File: config.mk
export PLATFORM = sky130hd
export DESIGN_NAME = apb_master_bridge
export DESIGN_NICKNAME = d
export VERILOG_FILES = /design/src/rtl/apb_master_bridge.sv
export SDC_FILE = /design/constraint.sdc
export NUM_CORES = 1
export LEC_CHECK = 0
export ABC_AREA = 1
export BUFFER_PORTS_ARGS = -buffer_cell sky130_fd_sc_hd__buf_4
export CAP_MARGIN = 20
export CORE_MARGIN = 2
export CORE_UTILIZATION = 41
export CTS_CLUSTER_SIZE = 30
export DETAILED_ROUTE_END_ITERATION = 16
export MAX_ROUTING_LAYER = met4
export PLACE_DENSITY = 0.86
export RECOVER_POWER = 100
export SLEW_MARGIN = 5
export SYNTH_ARGS = -nofsm -noshare
export SYNTH_HDL_FRONTEND = slang
export SYNTH_SLANG_ARGS = --single-unit
File: constraint.sdc
create_clock -name HCLK -period 2.23 [get_ports HCLK]
set_input_delay 0 -clock HCLK [delete_from_list [all_inputs] [get_ports HCLK]]
set_output_delay 0 -clock HCLK [all_outputs]
set_load 0.005 [all_outputs]
File: src/rtl/apb_master_bridge.sv
// Bridges an Ibex-style req/gnt/rvalid data port onto an APB3/APB4 master, one transfer at a time.
// An optional ACCESS-phase cycle limit aborts hung slaves with an error response.
module apb_master_bridge #(
  parameter int unsigned APB_ADDR_WIDTH = 9,
  parameter int unsigned APB_DATA_WIDTH = 32,
  parameter int unsigned TIMEOUT_CYCLES = 255
) (
  input  logic                      HCLK,
  input  logic                      HRESET,
  input  logic                      data_req_i,
  output logic                      data_gnt_o,
  input  logic                      data_we_i,
  input  logic [3:0]                data_be_i,
  input  logic [31:0]               data_addr_i,
  input  logic [APB_DATA_WIDTH-1:0] data_wdata_i,
  output logic                      data_rvalid_o,
  output logic [APB_DATA_WIDTH-1:0] data_rdata_o,
  output logic                      data_err_o,
  output logic [APB_ADDR_WIDTH-1:0] PADDR,
  output logic [APB_DATA_WIDTH-1:0] PWDATA,
  output logic                      PWRITE,
  output logic [3:0]                PSTRB,
  output logic                      PSEL,
  output logic                      PENABLE,
  input  logic [APB_DATA_WIDTH-1:0] PRDATA,
  input  logic                      PREADY,
  input  logic                      PSLVERR
);

  localparam int unsigned CntW = (TIMEOUT_CYCLES < 2) ? 1 : $clog2(TIMEOUT_CYCLES + 1);
  // Abort fires in the ACCESS cycle where the counter already holds LIMIT-1 wait cycles.
  localparam logic [CntW-1:0] CntLimit =
      (TIMEOUT_CYCLES == 0) ? '0 : CntW'(TIMEOUT_CYCLES - 1);

  typedef enum logic [1:0] {StIdle, StSetup, StAccess} state_e;

  state_e                    state_q, state_d;
  logic [APB_ADDR_WIDTH-1:0] paddr_q, paddr_d;
  logic [APB_DATA_WIDTH-1:0] pwdata_q, pwdata_d;
  logic                      pwrite_q, pwrite_d;
  logic [3:0]                pstrb_q, pstrb_d;
  logic [CntW-1:0]           cnt_q, cnt_d;
  logic                      rvalid_q, rvalid_d;
  logic [APB_DATA_WIDTH-1:0] rdata_q, rdata_d;
  logic                      err_q, err_d;

  logic unused_addr;
  assign unused_addr = ^data_addr_i[31:APB_ADDR_WIDTH];

  always_comb begin
    state_d    = state_q;
    paddr_d    = paddr_q;
    pwdata_d   = pwdata_q;
    pwrite_d   = pwrite_q;
    pstrb_d    = pstrb_q;
    cnt_d      = cnt_q;
    rvalid_d   = 1'b0;
    rdata_d    = rdata_q;
    err_d      = err_q;
    data_gnt_o = 1'b0;

    unique case (state_q)
      StIdle: begin
        data_gnt_o = data_req_i;
        if (data_req_i) begin
          paddr_d  = data_addr_i[APB_ADDR_WIDTH-1:0];
          pwdata_d = data_we_i ? data_wdata_i : '0;
          pwrite_d = data_we_i;
          pstrb_d  = data_we_i ? data_be_i : 4'b0000;
          cnt_d    = '0;
          state_d  = StSetup;
        end
      end
      StSetup: begin
        state_d = StAccess;
      end
      StAccess: begin
        if (PREADY) begin
          rvalid_d = 1'b1;
          rdata_d  = pwrite_q ? '0 : PRDATA;
          err_d    = PSLVERR;
          state_d  = StIdle;
        end else if ((TIMEOUT_CYCLES != 0) && (cnt_q == CntLimit)) begin
          rvalid_d = 1'b1;
          rdata_d  = '0;
          err_d    = 1'b1;
          state_d  = StIdle;
        end else begin
          cnt_d = cnt_q + 1'b1;
        end
      end
      default: state_d = StIdle;
    endcase
  end

  always_ff @(posedge HCLK or posedge HRESET) begin
    if (HRESET) begin
      state_q  <= StIdle;
      paddr_q  <= '0;
      pwdata_q <= '0;
      pwrite_q <= 1'b0;
      pstrb_q  <= 4'b0000;
      cnt_q    <= '0;
      rvalid_q <= 1'b0;
      rdata_q  <= '0;
      err_q    <= 1'b0;
    end else begin
      state_q  <= state_d;
      paddr_q  <= paddr_d;
      pwdata_q <= pwdata_d;
      pwrite_q <= pwrite_d;
      pstrb_q  <= pstrb_d;
      cnt_q    <= cnt_d;
      rvalid_q <= rvalid_d;
      rdata_q  <= rdata_d;
      err_q    <= err_d;
    end
  end

  // Select/enable decode straight from state so reset drops them asynchronously.
  assign PSEL          = (state_q != StIdle);
  assign PENABLE       = (state_q == StAccess);
  assign PADDR         = paddr_q;
  assign PWDATA        = pwdata_q;
  assign PWRITE        = pwrite_q;
  assign PSTRB         = pstrb_q;
  assign data_rvalid_o = rvalid_q;
  assign data_rdata_o  = rdata_q;
  assign data_err_o    = err_q;

endmodule

==> summary.txt <==
Status
  • Outcome: completed

Worst setup path
  • Setup CP Type: flop to flop
  • Reg-to-Reg Start: state_q[1]$_DFFE_PP0P_
  • Req. time, crit path: between 2 and 3 ns
  • Worst-path maximum fanout: 7
  • Worst setup SP type: flop
  • Worst setup EP type: flop
  • Setup crit start: state_q[1]$_DFFE_PP0P_
  • Arr. time, crit path: about 2.1 ns

Floorplanning
  • Initial Util: 41.7%
  • Core area: a little over 9000 µm²
  • Num rows: 35
  • Die X: ~100 µm
  • Die footprint: between 9000 and 10000 µm²
  • Die Y: around 100 µm
  • IO Count: ~190

Cells and area
  • Share of layout cells above drive strength 1: between 20 and 30%
  • Synth-to-layout area growth: 57.2%
  • # diodes: 0
  • Most frequent cells in the layout: nand2_1, dfrtp_1, buf_4
  • Fill cells: roughly 690
  • Design area: approximately 5900 µm²
  • Nets: about 770
  • Area of the multi-input gates: approximately 1300 µm²
  • Non-Filler Instances: 779
  • Most common cell after layout, fill and taps aside: nand2_1
  • Final core occ: roughly two thirds
  • Register Area: ~2300 µm²

STA
  • RSZ-0062 raised after global routing: false
  • Hold_ws: 0.0605 ns
  • Final Hold Viols: 0
  • Setup TNS: 0 ns
  • Final Max Slew Viols: 0
  • Setup violators final: 0
  • Worst relative slew slack: 19.7%
  • Max Fclk: 546 MHz
  • Final setup margin: slightly below 0.4 ns
  • Tcrit/Tclk final: slightly above 80%
  • Worst clock skew: around 0.0097 ns
  • Worst Tran Pin Value: between 1 and 1.5 ns
  • Period minus WS final: about 1.8 ns

Route
  • Vias/cell: ~4.8
  • Routed WL: approximately 11000 µm
  • Via count: between 3k and 4k
  • DRT Pass-1 Iters: 4
  • Iteration-0 DRC Markers: 180
  • Wire per inst: between 10 and 15 µm
  • DRC: 0
  • Antenna-violating nets left: 0

Worst hold path
  • Hold wc startpoint: data_req_i
  • Hold crit path type: input port to flop

Placement
  • Cell Area, Placed: 5060 µm²
  • Gpl congestion: ~0.9
  • Placed Cells: 682
  • I/O Buffers: about 170
  • Place WS: approximately 0.60 ns
  • DP HPWL: ~6600 µm

Pwr
  • Pwr dens: about 1100 nW/µm²
  • Leakage power total: approximately 3.1 nW
  • Switch share: ~36%
  • Switching pwr: 2.24 mW
  • Sequential share of power: around 44%
  • Comb power frac: 38.0%
  • Internal: roughly 4 mW
  • Max VDD drop: around 0.00053 V
  • Clk pwr share: a little under a fifth
  • Power Total: roughly 6.2 mW

Clocking
  • Clock transition at path regs: 0.09 ns
  • CTS Buffer Depth: 2
  • CTS tree: yes
  • CTS Sinks: 90
  • Depth of the CTS H-tree: 3
  • Clock Tree Root: clkbuf_8
  • Clk_lat worst skew: roughly 0.35 ns
  • Number of CTS-inserted buffers: 9

Synthesis
  • Syn_nets: ~530
  • Mapped Area: ~3800 µm²
  • Warnings, synthesis: 0
  • Syn Inst Count: around 420
  • Yosys reg bits: 90
  • Post-synth cell types: 27
  • Avg Synthesized Cell Area: about 8.9 µm²
  • Sequential-to-total area share from yosys stat: 59.6%

Flow run
  • MaxCap Viol Count: 0

GRT
  • Largest net degree at the start of global routing: 91
  • Initial antenna violation count: 0
  • First-pass GRT wire length: between 15000 and 20000 µm
  • Total congestion overflow: 0
  • Vias in the first global route: just under 4k
  • Total GRT Usage: around a quarter
[synth_stat cells]
master / number / area, µm²
inv_2: 3 / 11.3
nand3_2: 5 / 50.1
a21oi_1: 5 / 25.0
nand2_4: 4 / 45.0
nor3_1: 1 / 5.00
ha_1: 2 / 25.0
a21o_1: 1 / 7.51
clkbuf_2: 1 / 5.00
o21ai_2: 3 / 26.3
nand3_1: 7 / 35.0
buf_2: 3 / 15.0
clkbuf_1: 6 / 22.5
nand2_1: 215 / 807
nand2_2: 5 / 31.3
dfrtp_1: 90 / 2250
inv_4: 1 / 6.26
nor2_2: 2 / 12.5
nor2_1: 8 / 30.0
nor2_4: 2 / 22.5
or2_2: 1 / 6.26
buf_6: 4 / 45.0
o21ai_1: 7 / 35.0
buf_4: 6 / 45.0
nand3_4: 1 / 17.5
buf_1: 1 / 3.75
o21ai_0: 31 / 155
inv_1: 9 / 33.8
[repair_timing]
item,in CTS,in global routing
gates resized for setup,0,0
hold buffers,81,0
buffers inserted,0,0
endpoints found under the hold margin,169,0
[path summary, 6_finish.rpt]
kind / end / slack [ns] / depth (start not counted)
worst max register to register: data_err_o$_DFFE_PP0P_ / 0.40 / 6
min in group asynchronous: PWDATA[5]$_DFFE_PP0P_ / 0.64 / 4
worst min-delay path: state_q[0]$_DFFE_PP0P_ / 0.06 / 3
worst max-delay path: data_err_o$_DFFE_PP0P_ / 0.40 / 6
max in group asynchronous: data_rdata_o[31]$_DFFE_PP0P_ / 0.83 / 4
worst min register to register: data_rdata_o[21]$_DFFE_PP0P_ / 0.48 / 2
[logic make-up (layout without fill, tap and decap cells)]
logic type	after synthesis	in the layout	share of synthesized area, %
AND/OR/NAND/NOR	251	251	28.1
flip-flops	90	90	59.6
AO/OA/AOI/OAI	47	47	6.59
buffers and inverters	34	278	4.97
adder cells (fa/ha/maj)	2	2	0.663
[state kept, by name, summed over array words and instances (netlist names)]
| name | flops |
|---|---|
| data_rdata_o | 32 |
| state_q | 2 |
| data_err_o | 1 |
| cnt_q | 8 |
| PWRITE | 1 |
| PSTRB | 4 |
| PADDR | 9 |
| PWDATA | 32 |
| data_rvalid_o | 1 |
[metal layers]
layer  global-route usage, %  wire [µm]  up-vias
met5                       -          0        -
met4                    10.1        438        0
met3                    5.99        643       41
met2                    42.6       6010      163
met1                    24.9       4210     1744
li1                        -          -     1788
[power groups by stage]
| stage | Clock [mW] | Combinational (mW) | Sequential, mW |
|---|---|---|---|
| 2_1_floorplan | 0 | 1.03 | 2.76 |
| 3_3_place_gp | 0 | 2.36 | 2.70 |
| 3_5_place_dp | 0 | 2.45 | 2.73 |
| 4_1_cts | 1.20 | 2.57 | 2.71 |
| 5_1_grt | 1.26 | 2.64 | 2.79 |
| 6_report | 1.15 | 2.37 | 2.72 |
[area by class of cell]
class,instances,area share [%]
flip-flops and latches,90,38.0
repair buffers,249,33.3
multi-input cells,300,21.9
well taps,111,2.34
clock buffers,10,2.32
clock inverters,6,1.22
inverters,13,0.907
[worst max-delay path, stage by stage (launching register included)]
cell and delay, ns:
dfrtp_1 0.43, nand2_4 0.13, clkinvlp_2 0.31, nand2_4 0.19
nor2_1 0.06, dlygate4sd3_1 0.56, nor2_1 0.10
Power figures use the tool's default switching activity.
